File: config.mk
export PLATFORM = sky130hd
export DESIGN_NAME = imem_boot_loader
export DESIGN_NICKNAME = d
export VERILOG_FILES = /design/src/rtl/imem_boot_loader.sv
export SDC_FILE = /design/constraint.sdc
export NUM_CORES = 1
export LEC_CHECK = 0
export CAP_MARGIN = 20
export CORE_AREA = 2 2 72 142
export DETAILED_ROUTE_END_ITERATION = 8
export DIE_AREA = 0 0 74 144
export HOLD_SLACK_MARGIN = 0.02
export PLACE_DENSITY = 0.76
export SYNTH_ARGS = -nofsm -noshare
export SYNTH_HDL_FRONTEND = slang
export SYNTH_SLANG_ARGS = --single-unit
File: constraint.sdc
create_clock -name clk -period 3.2 [get_ports clk]
set_input_delay 0.48 -clock clk [delete_from_list [all_inputs] [get_ports clk]]
set_output_delay 0.48 -clock clk [all_outputs]
set_load 0.03 [all_outputs]
File: src/rtl/imem_boot_loader.sv
`default_nettype none
// ============================================================================
//  Module      : imem_boot_loader
//  Description : Receives a framed byte stream, assembles big-endian 32-bit
//                words, writes them into the instruction memory and verifies
//                a mod-256 checksum. Holds the core in reset until a frame
//                has loaded cleanly.
//  Revision    : 1.0  initial release
// ============================================================================
module imem_boot_loader #(
    parameter int          DEPTH = 64,
    parameter logic [31:0] BASE  = 32'h0,
    parameter int          CNT_W = 16
) (
    input  logic        clk,
    input  logic        rst,        // active-low, asynchronous
    input  logic        in_valid,
    input  logic [7:0]  in_data,
    output logic        in_ready,
    input  logic        load_req,
    output logic        wr_en,
    output logic [31:0] wr_addr,
    output logic [31:0] wr_data,
    output logic        cpu_rst,
    output logic        done,
    output logic        err
);

    // One extra bit so a word count equal to DEPTH is representable.
    localparam int IDX_W = $clog2(DEPTH) + 1;

    typedef enum logic [2:0] {
        S_LEN0 = 3'd0,
        S_LEN1 = 3'd1,
        S_DATA = 3'd2,
        S_CSUM = 3'd3,
        S_DONE = 3'd4,
        S_ERR  = 3'd5
    } state_t;

    state_t             state_q,    state_d;
    logic [7:0]         len_lo_q,   len_lo_d;
    logic [IDX_W-1:0]   len_q,      len_d;
    logic [IDX_W-1:0]   idx_q,      idx_d;
    logic [1:0]         bcnt_q,     bcnt_d;
    logic [31:0]        word_q,     word_d;
    logic [7:0]         sum_q,      sum_d;
    logic               wr_en_q,    wr_en_d;
    logic [31:0]        wr_addr_q,  wr_addr_d;
    logic [31:0]        wr_data_q,  wr_data_d;

    logic               w_accept;
    logic [CNT_W-1:0]   w_len;
    logic [31:0]        w_word;
    logic [IDX_W-1:0]   w_idx_nxt;
    logic [31:0]        w_addr;

    // The loader stops taking bytes once a frame has finished either way.
    assign in_ready  = (state_q != S_DONE) && (state_q != S_ERR);
    assign w_accept  = in_valid && in_ready;
    assign w_len     = CNT_W'({in_data, len_lo_q});
    assign w_word    = {word_q[23:0], in_data};
    assign w_idx_nxt = idx_q + IDX_W'(1);
    assign w_addr    = BASE + {{(30-IDX_W){1'b0}}, idx_q, 2'b00};

    assign wr_en   = wr_en_q;
    assign wr_addr = wr_addr_q;
    assign wr_data = wr_data_q;
    assign done    = (state_q == S_DONE);
    assign err     = (state_q == S_ERR);
    assign cpu_rst = (state_q != S_DONE);

    // State and datapath registers; reset discards all frame progress at once.
    always_ff @(posedge clk or negedge rst) begin
        if (!rst) begin
            state_q   <= S_LEN0;
            len_lo_q  <= 8'h00;
            len_q     <= '0;
            idx_q     <= '0;
            bcnt_q    <= 2'd0;
            word_q    <= 32'h0;
            sum_q     <= 8'h00;
            wr_en_q   <= 1'b0;
            wr_addr_q <= BASE;
            wr_data_q <= 32'h0;
        end else begin
            state_q   <= state_d;
            len_lo_q  <= len_lo_d;
            len_q     <= len_d;
            idx_q     <= idx_d;
            bcnt_q    <= bcnt_d;
            word_q    <= word_d;
            sum_q     <= sum_d;
            wr_en_q   <= wr_en_d;
            wr_addr_q <= wr_addr_d;
            wr_data_q <= wr_data_d;
        end
    end

    // Frame parser: next state, word assembly, checksum and write strobe.
    always_comb begin
        state_d   = state_q;
        len_lo_d  = len_lo_q;
        len_d     = len_q;
        idx_d     = idx_q;
        bcnt_d    = bcnt_q;
        word_d    = word_q;
        sum_d     = sum_q;
        wr_en_d   = 1'b0;
        wr_addr_d = wr_addr_q;
        wr_data_d = wr_data_q;

        case (state_q)
            S_LEN0: begin
                if (w_accept) begin
                    len_lo_d = in_data;
                    state_d  = S_LEN1;
                end
            end
            S_LEN1: begin
                if (w_accept) begin
                    if ((w_len == '0) || (w_len > CNT_W'(DEPTH))) begin
                        state_d = S_ERR;
                    end else begin
                        len_d   = w_len[IDX_W-1:0];
                        idx_d   = '0;
                        bcnt_d  = 2'd0;
                        sum_d   = 8'h00;
                        state_d = S_DATA;
                    end
                end
            end
            S_DATA: begin
                if (w_accept) begin
                    word_d = w_word;
                    sum_d  = sum_q + in_data;
                    bcnt_d = bcnt_q + 2'd1;
                    if (bcnt_q == 2'd3) begin
                        wr_en_d   = 1'b1;
                        wr_addr_d = w_addr;
                        wr_data_d = w_word;
                        idx_d     = w_idx_nxt;
                        if (w_idx_nxt == len_q) begin
                            state_d = S_CSUM;
                        end
                    end
                end
            end
            S_CSUM: begin
                if (w_accept) begin
                    state_d = (in_data == sum_q) ? S_DONE : S_ERR;
                end
            end
            S_DONE, S_ERR: begin
                if (load_req) begin
                    state_d   = S_LEN0;
                    len_lo_d  = 8'h00;
                    len_d     = '0;
                    idx_d     = '0;
                    bcnt_d    = 2'd0;
                    word_d    = 32'h0;
                    sum_d     = 8'h00;
                    wr_addr_d = BASE;
                end
            end
            default: begin
                state_d = S_LEN0;
            end
        endcase
    end

endmodule
`default_nettype wire
==> out/metrics.cfg, run 1 <==
[yosys]
synth_area_leaders=dfrtp_1 53%, nand2_1 15%, buf_4 4.0%, o21ai_0 3.7%, ha_1 2.4%
netlist_instances=508
synth_common_cells=189 x nand2_1, 99 x dfrtp_1, 35 x o21ai_0
synth_top_area_cell=dfrtp_1
yosysMostFrequentCell=nand2_1
ys_seq_area_share_pct=52.9
synth_edf_count=0
syn_area_mm2=0.00468
synth.distinct_cells=53
async_flop_share_pct=100
ys_ff_latch=99
synth_top_area_share_pct=52.9
synth_ff_type=dfrtp_1
yosysWarnings=0
postSynthAreaPerCell_um2=9.21

[global_routing]
grt_pass1_vias=3497
overflow=0
grt_pass1_wl_mm=16.9
grt_start_max_net_pins=53
groute.usage.overall_pct=20.8
antenna_found_initial=0

[layout]
nets=580
drive_above_1_share_pct=6.23
n_antenna_cell=0
syn2layout_area_growth_pct=18.9

[clock_tree]
postCtsHoldBufs=0
ctsResizeCount=0
post_cts_buffers=0
htree_levels=3
cts_root_buf=clkbuf_16
clk_path_buf_depth=2
worstSkewPairLatency_ps=340
path_clk_slew_ps=70
cts.sink_count=99
cts_tree=yes
cts_made_buffers=9

[setup_path]
critical_path.endpoint_type=output port
criticalPathCategory=reg2out
start_kind=flip-flop
required_ps=2720
cp.arrival_ps=2150
critPathMaxFanout=11

[timing]
timing.fmax_ghz=0.381
grt_setup_unrepaired=no
worst_clock_skew_ps=7.81
period_share_pct=82.1
hold-worst-slack_ps=153
hold_violations=0
relSlewSlack_pct=44.5
period_minus_slack_ps=2630
fin_setup_tns_ps=0
slew_violations=0
setup_viol=0
max_slew.worst_pin.slew_ps=833

[pwr]
p_sw_share_pct=31.5
power_per_cell_area_mw_per_mm2=597
p_sw_mw=1.05
intPower_mw=2.28
p_comb_share_pct=18.4
power_frac_seq_pct=48.7
clkPwrFrac_pct=32.9
leakagePower_nw=2.81
peakVddDrop_mv=0.376

[floorplan]
start_util_pct=48.6
die_w_um=74
rows=51
dieHeight_um=144
io_pins=81
core-area_mm2=0.00964
die_area_mm2=0.0107

[placement]
port_buffers=55
hpwl_mm=7.33
place_congestion=0.881

[worst_hold_path]
hold_class=in2async

[routing]
dr.pass1.iters=4
ant_nets=0
vias_per_cell=5.13
routed_wl_mm=10.2
wl_per_cell_um=14.6
drt-initial-drc-count=221
vias=3558
route.detailed.drc=0

[status]
status=finished clean

[run]
drv_cap=0

## stage by stage
stage / util [%] / total power, mW / setup WS (ps) / instance area (um^2) / instances
2_1_floorplan: - / 2.07 / 1140 / 4770 / 532
3_3_place_gp: 54.6 / 2.23 / 527 / 5260 / 679
3_5_place_dp: 54.6 / 2.25 / 466 / 5260 / 679
4_1_cts: 57.7 / 3.35 / 555 / 5560 / 694
5_1_grt: 57.7 / 3.51 / 468 / 5560 / 694
6_report: 57.7 / 3.32 / 573 / 5560 / 694
## cell type report
class / instances / area, um^2
Inverter: 3 / 11.3
Clock buffer: 10 / 239
Clock inverter: 5 / 60.1
Multi-Input combinational cell: 382 / 1990
Fill cell: 854 / 4070
Sequential cell: 99 / 2480
Tap cell: 132 / 165
Timing Repair Buffer: 63 / 621
## state kept, by name, summed over array words and instances, names as in the netlist
name,flops
len_q,7
idx_q,7
bcnt_q,2
len_lo_q,8
wr_data,32
wr_addr,7
state_q,3
word_q,24
wr_en,1
sum_q,8
## cell families (layout without fill, tap and decap cells)
kind of cell,after synthesis,count (layout),synth area share [%]
buffers and inverters,51,81,6.52
multiplexers,2,2,0.455
AND/OR/NAND/NOR,250,250,23.3
flip-flops,99,99,52.9
other,1,25,0.0801
AO/OA/AOI/OAI,80,80,11.1
XOR/XNOR,15,15,2.81
adder cells (fa/ha/maj),10,10,2.83
## cells in the final DEF (no fill, tap or decap), types with 3 or more instances in the layout
master	netlist	routed
nor2_1	9	9
a22o_1	9	9
nor2b_1	4	3
buf_4	25	8
clkdlybuf4s50_1	0	54
dfrtp_1	99	99
ha_1	9	9
clkbuf_16	0	9
xor2_1	7	7
nand2_1	189	189
o21ai_0	35	35
nor4_1	4	4
conb_1	1	25
and3_1	5	5
a21oi_1	14	14
a21o_1	3	3
xnor2_1	8	8
o211a_1	4	4
nand3_1	18	18
nand2b_1	5	5
## critical path: stages, from the launching register on
cell,delay [ps]
dfrtp_1,460
nand2b_1,370
nand2b_1,260
inv_1,50
clkdlybuf4s50_1,650
## metal layers
metal | global-route usage, % | up-vias | wire length, um
li1 | - | 1741 | -
met1 | 25.0 | 1705 | 4000
met2 | 35.5 | 96 | 5600
met3 | 4.39 | 16 | 363
met4 | 8.23 | 0 | 197
met5 | 0 | - | 0
## final timing paths
| path | from | to | slack (ps) | cells past startpoint |
|---|---|---|---|---|
| setup / recovery | state_q[1] | done | 570 | 4 |
| hold / removal | rst | bcnt_q[1] | 150 | 1 |
| setup reg to reg | state_q[0] | wr_addr[7] | 980 | 5 |
| hold reg to reg | word_q[23] | word_q[23] | 470 | 2 |
| max in group asynchronous | rst | wr_data[19] | 2350 | 2 |
| min in group clk | word_q[23] | word_q[23] | 470 | 2 |
## power groups by stage
stage                     clock (mW)  sequential, mW  combinational [mW]
after floorplan                    0            1.58               0.490
after global placement             0            1.63               0.599
after detailed placement           0            1.64               0.615
after CTS                       1.11            1.62               0.622
after global routing            1.16            1.65               0.700
final                           1.09            1.62               0.612
Note: power is estimated with default switching activity, not from simulation.
==> inputs of run 2 (changes only) <==
==> constraint.sdc (replaced) <==
create_clock -name clk -period 2.7 [get_ports clk]
set_input_delay 0.405 -clock clk [delete_from_list [all_inputs] [get_ports clk]]
set_output_delay 0.405 -clock clk [all_outputs]
set_load 0.03 [all_outputs]
==> run 2 against run 1 <==
  * Setup slack worse by 240 ps
  * Largest power group unchanged
  * Clock skew is 3.4 ps higher
  * Final cell count is 0.86% higher
  * Non-clock buffer count is 5 higher
  * Sequential power is 19% higher
  * Critical endpoint unchanged
==> out/metrics.cfg, run 2 (same netlist as run 1, synthesis figures left out) <==
[clock_tree]
cts.sink_count=99  ; unchanged
ctsResizeCount=0  ; unchanged
cts_tree=yes
cts_made_buffers=9  ; unchanged
cts_root_buf=clkbuf_16
htree_levels=3  ; unchanged
post_cts_buffers=0  ; unchanged
worstSkewPairLatency_ps=350  ; about the same
path_clk_slew_ps=60  ; about the same
clk_path_buf_depth=2  ; unchanged
postCtsHoldBufs=0  ; unchanged

[timing]
period_minus_slack_ps=2370
slew_violations=0  ; unchanged
timing.fmax_ghz=0.423
max_slew.worst_pin.slew_ps=550  ; -283 ps
hold_violations=0  ; unchanged
setup_viol=0  ; unchanged
fin_setup_tns_ps=0  ; unchanged
relSlewSlack_pct=63.3  ; +19 points
worst_clock_skew_ps=11.2  ; +3.42 ps
period_share_pct=87.6
grt_setup_unrepaired=no

[global_routing]
overflow=0  ; unchanged
grt_pass1_vias=3589  ; +2.6%
groute.usage.overall_pct=21.9  ; +1.1 points
grt.met2_usage_pct=37.6  ; +2.1 points
grt_start_max_net_pins=59  ; +11%
grt_pass1_wl_mm=17.5  ; +3.1%
use_met3_pct=3.55  ; -0.84 points
grt-busiest-layer=met2
use_met1_pct=25.1  ; +0.10 points
antenna_found_initial=0  ; unchanged

[setup_path]
cp.arrival_ps=1960  ; -190 ps
start_kind=flip-flop
critical_path.endpoint_type=output port
required_ps=2300  ; -420 ps
criticalPathCategory=reg2out
critPathMaxFanout=7  ; -4

[routing]
route.detailed.drc=0  ; unchanged
vias=3649  ; +2.6%
routed_wl_mm=10.6  ; +4.6%
dr.pass1.iters=4  ; unchanged
wl_per_cell_um=15.2  ; +3.7%
drt-initial-drc-count=230  ; +4.1%
vias_per_cell=5.21  ; +1.7%
ant_nets=0  ; unchanged

[placement]
hpwl_mm=7.44  ; +1.5%
port_buffers=55  ; unchanged
place_congestion=0.957  ; +8.7%

[floorplan]
die_w_um=74  ; unchanged
dieHeight_um=144  ; unchanged
core-area_mm2=0.00964  ; unchanged
start_util_pct=48.6  ; unchanged
io_pins=81  ; unchanged
die_area_mm2=0.0107  ; unchanged
rows=51  ; unchanged

[pwr]
peakVddDrop_mv=0.440  ; +17%
power_per_cell_area_mw_per_mm2=704  ; +18%
total_power_mw=3.95  ; +19%
leakagePower_nw=2.83  ; +0.56%

[layout]
nFillCells=849  ; -0.59%
final_common_cell=nand2_1
syn2layout_area_growth_pct=19.9
nets=585  ; +0.86%
n_antenna_cell=0  ; unchanged
final_cell_mix=189 x nand2_1, 99 x dfrtp_1, 54 x clkdlybuf4s50_1
largest_reg_flops=32  ; unchanged
drive_above_1_share_pct=7.04  ; +0.81 points

[worst_hold_path]
hold_class=in2async

[status]
status=finished clean

[run]
drv_cap=0  ; unchanged

-- run 2: cell count changes in the layout (fill, tap and decap cells not counted), sizes merged --
cell | before | now
clkinvlp | 1 | 3
buf | 9 | 14
clkinv | 1 | 2
inv | 5 | 3
-- run 2: layout make-up --
type / count / area, um^2 / area share, %
sequential: 99 / 2480 / 44.2
multi-input combinational: 382 / 1990 / 35.5
timing repair buffer: 68 / 671 / 12.0
clock buffer: 10 / 229 / 4.08
tap: 132 / 165 / 2.94
clock inverter: 6 / 66.3 / 1.18
inverter: 3 / 11.3 / 0.201
-- run 2: final timing paths --
path	start	end	slack, ps	depth (start not counted)
max in group asynchronous	rst	word_q[10]	1940	2
setup reg to reg	sum_q[0]	sum_q[6]	610	7
hold reg to reg	word_q[17]	word_q[17]	470	2
setup / recovery	state_q[1]	done	330	4
hold / removal	rst	state_q[1]	40	1
min in group clk	word_q[17]	word_q[17]	470	2
-- run 2: per-stage QoR --
stage               utilization [%]  cells  area, um^2  worst slack, ps  hold slack [ps]
floorplan                         -    532        4770              715              109
global placement               55.1    684        5310              174              415
detailed placement             55.1    684        5310              115              425
CTS                            58.2    700        5610              333             53.5
global route                   58.2    700        5610              228             87.9
finish                         58.2    700        5610              334             42.3
-- run 2: power by group --
part	total [mW]	internal (mW)	switching (mW)
sequential	1.92	1.72	0.198
clock	1.26	0.718	0.547
combinational	0.767	0.255	0.512
total	3.95	2.69	1.26
-- run 2: worst max-delay path, cell delays in order, from the launching register on --
cell	delay (ps)
dfrtp_1	460
nand2b_1	250
nand2b_1	190
inv_1	60
clkdlybuf4s50_1	660
-- run 2: routing by layer --
metal  wire length, um  up-vias
li1                  -     1743
met1              3930     1754
met2              5820      122
met3               497       30
met4               388        0
met5                 0        -
==> inputs of run 3 (changes only) <==
--- a/config.mk
+++ b/config.mk
@@ -6,9 +6,9 @@
 export NUM_CORES = 1
 export LEC_CHECK = 0
 export CAP_MARGIN = 20
-export CORE_AREA = 2 2 72 142
+export CORE_AREA = 2 2 73 145
 export DETAILED_ROUTE_END_ITERATION = 8
-export DIE_AREA = 0 0 74 144
+export DIE_AREA = 0 0 75 147
 export HOLD_SLACK_MARGIN = 0.02
 export PLACE_DENSITY = 0.76
 export SYNTH_ARGS = -nofsm -noshare
==> constraint.sdc (replaced) <==
create_clock -name clk -period 2 [get_ports clk]
set_input_delay 0.3 -clock clk [delete_from_list [all_inputs] [get_ports clk]]
set_output_delay 0.3 -clock clk [all_outputs]
set_load 0.03 [all_outputs]
==> run 3 against run 2 <==
  * Critical path depth is 3 higher
  * Routed wire length is 0.52% lower
  * Largest power group unchanged
  * Die area increased by 3.5%
  * Global-route usage fell by 1.1 points
  * Setup slack got worse by 280 ps
==> out/metrics.cfg, run 3 (same netlist as run 1, synthesis figures left out) <==
[clock_tree]
cts_made_buffers=9  ; unchanged
htree_levels=3  ; unchanged
worstSkewPairLatency_ps=350  ; about the same
cts_tree=yes
path_clk_slew_ps=70  ; about the same
clk_path_buf_depth=2  ; unchanged
cts.sink_count=99  ; unchanged
cts_root_buf=clkbuf_16

[floorplan]
dieHeight_um=147  ; +2.1%
core-area_mm2=0.00995  ; +3.3%
die_w_um=75  ; +1.4%
start_util_pct=47.0  ; -1.6 points
io_pins=81  ; unchanged
die_area_mm2=0.0110  ; +3.5%
rows=52  ; +2.0%

[global_routing]
grt_start_max_net_pins=41  ; -31%
use_met3_pct=4.46  ; +0.90 points
antenna_found_initial=0  ; unchanged
grt.met2_usage_pct=33.9  ; -3.7 points
use_met1_pct=26.9  ; +1.8 points
grt-busiest-layer=met2
grt_pass1_vias=3655  ; +1.8%
grt_pass1_wl_mm=17.5  ; +0.28%
overflow=0  ; unchanged
groute.usage.overall_pct=20.7  ; -1.1 points

[setup_path]
cp.arrival_ps=2180  ; +220 ps
criticalPathCategory=reg2reg
critPathMaxFanout=4  ; -3
crit_end=sum_q[7]
required_ps=2230  ; -70 ps
critical_path.startpoint=sum_q[3]
critical_path.endpoint_type=flip-flop
timing.rr.start=sum_q[3]
worstReg2RegEnd=sum_q[7]
rrSetupSlack_ps=50  ; -560 ps
rr_worst_depth=7  ; unchanged
start_kind=flip-flop

[routing]
routed_wl_mm=10.6  ; -0.52%
ant_nets=0  ; unchanged
drt-initial-drc-count=244  ; +6.1%
wl_per_cell_um=14.4  ; -5.4%
dr.pass1.iters=4  ; unchanged
vias_per_cell=4.98  ; -4.5%
vias=3665  ; +0.44%
route.detailed.drc=0  ; unchanged

[status]
status=finished clean

[timing]
timing.fmax_ghz=0.514
slew_violations=0  ; unchanged
grt_setup_unrepaired=yes
worst_clock_skew_ps=10.6  ; -0.605 ps
hold-worst-slack_ps=447  ; +404 ps
period_share_pct=97.3
hold_violations=0  ; unchanged
period_minus_slack_ps=1950
setup_viol=0  ; unchanged

[layout]
final_common_cell=nand2_1
syn2layout_area_growth_pct=26.7
final_util_pct=59.6  ; +1.3 points
n_antenna_cell=0  ; unchanged
final_cell_mix=189 x nand2_1, 98 x dfrtp_1, 49 x clkdlybuf4s50_1
nets=618  ; +5.6%
drive_above_1_share_pct=14.1  ; +7.1 points
nFillCells=885  ; +4.2%
largest_reg_flops=32  ; unchanged

[worst_hold_path]
hold_class=in2async

[placement]
port_buffers=55  ; unchanged
hpwl_mm=7.56  ; +1.7%
place_congestion=0.853  ; -11%

[pwr]
peakVddDrop_mv=0.602  ; +37%
leakagePower_nw=3.01  ; +6.4%
power_per_cell_area_mw_per_mm2=925  ; +31%

[run]
drv_cap=0  ; unchanged

## run 3: worst min path at each step
stage               startpoint          to  slack [ps]  cells after the start
floorplan                  rst   bcnt_q[0]           4                      0
global placement           rst  wr_addr[3]         280                      1
detailed placement         rst  wr_addr[3]         280                      1
CTS                        rst  wr_data[7]         460                      2
global route               rst    idx_q[3]         490                      2
finish                     rst    idx_q[3]         450                      2
## run 3: critical path, cell delays in order (launching register included)
cell and delay (ps):
dfrtp_1 410, ha_1 320, buf_4 170, a21o_1 180, a21oi_2 170, nand4_1 130, and3_1 170, a221o_1 290
## run 3: power breakdown
part,switching [mW],internal [mW]
logic,0.708,0.403
registers,0.272,2.32
clock network,0.767,1.02
total,1.75,3.74
## run 3: layout make-up
| class | count | area [um^2] | share of cell area, % |
|---|---|---|---|
| inverter | 3 | 11.3 | 0.190 |
| tap | 135 | 169 | 2.85 |
| multi-input combinational | 382 | 2040 | 34.4 |
| timing repair buffer | 101 | 922 | 15.6 |
| clock inverter | 6 | 71.3 | 1.20 |
| sequential | 99 | 2480 | 41.8 |
| clock buffer | 10 | 239 | 4.03 |
## run 3: repair_timing
item | CTS | global route
endpoints found under the hold margin | 31 | 0
hold buffers | 1 | 0
setup buffers | 0 | 0
cloned | 0 | 0
setup endpoints to repair | 3 | 3
gates resized for setup | 6 | 5
pin swaps | 2 | 1
## run 3: per-layer routing
metal	wire, um	vias up
met5	0	-
met4	150	0
met3	390	12
met2	5580	86
met1	4460	1752
li1	-	1815
## run 3: stage by stage
step	power (mW)	instance area [um^2]	cells	worst slack (ps)	TNS [ps]
4_1_cts	5.53	5900	736	30.0	0
6_report	5.48	5930	736	54.5	0
5_1_grt	5.80	5930	736	-3.10	-3.10
2_1_floorplan	3.32	4770	532	68.4	0
3_3_place_gp	3.68	5560	719	-412	-4130
3_5_place_dp	3.72	5560	719	-427	-5990
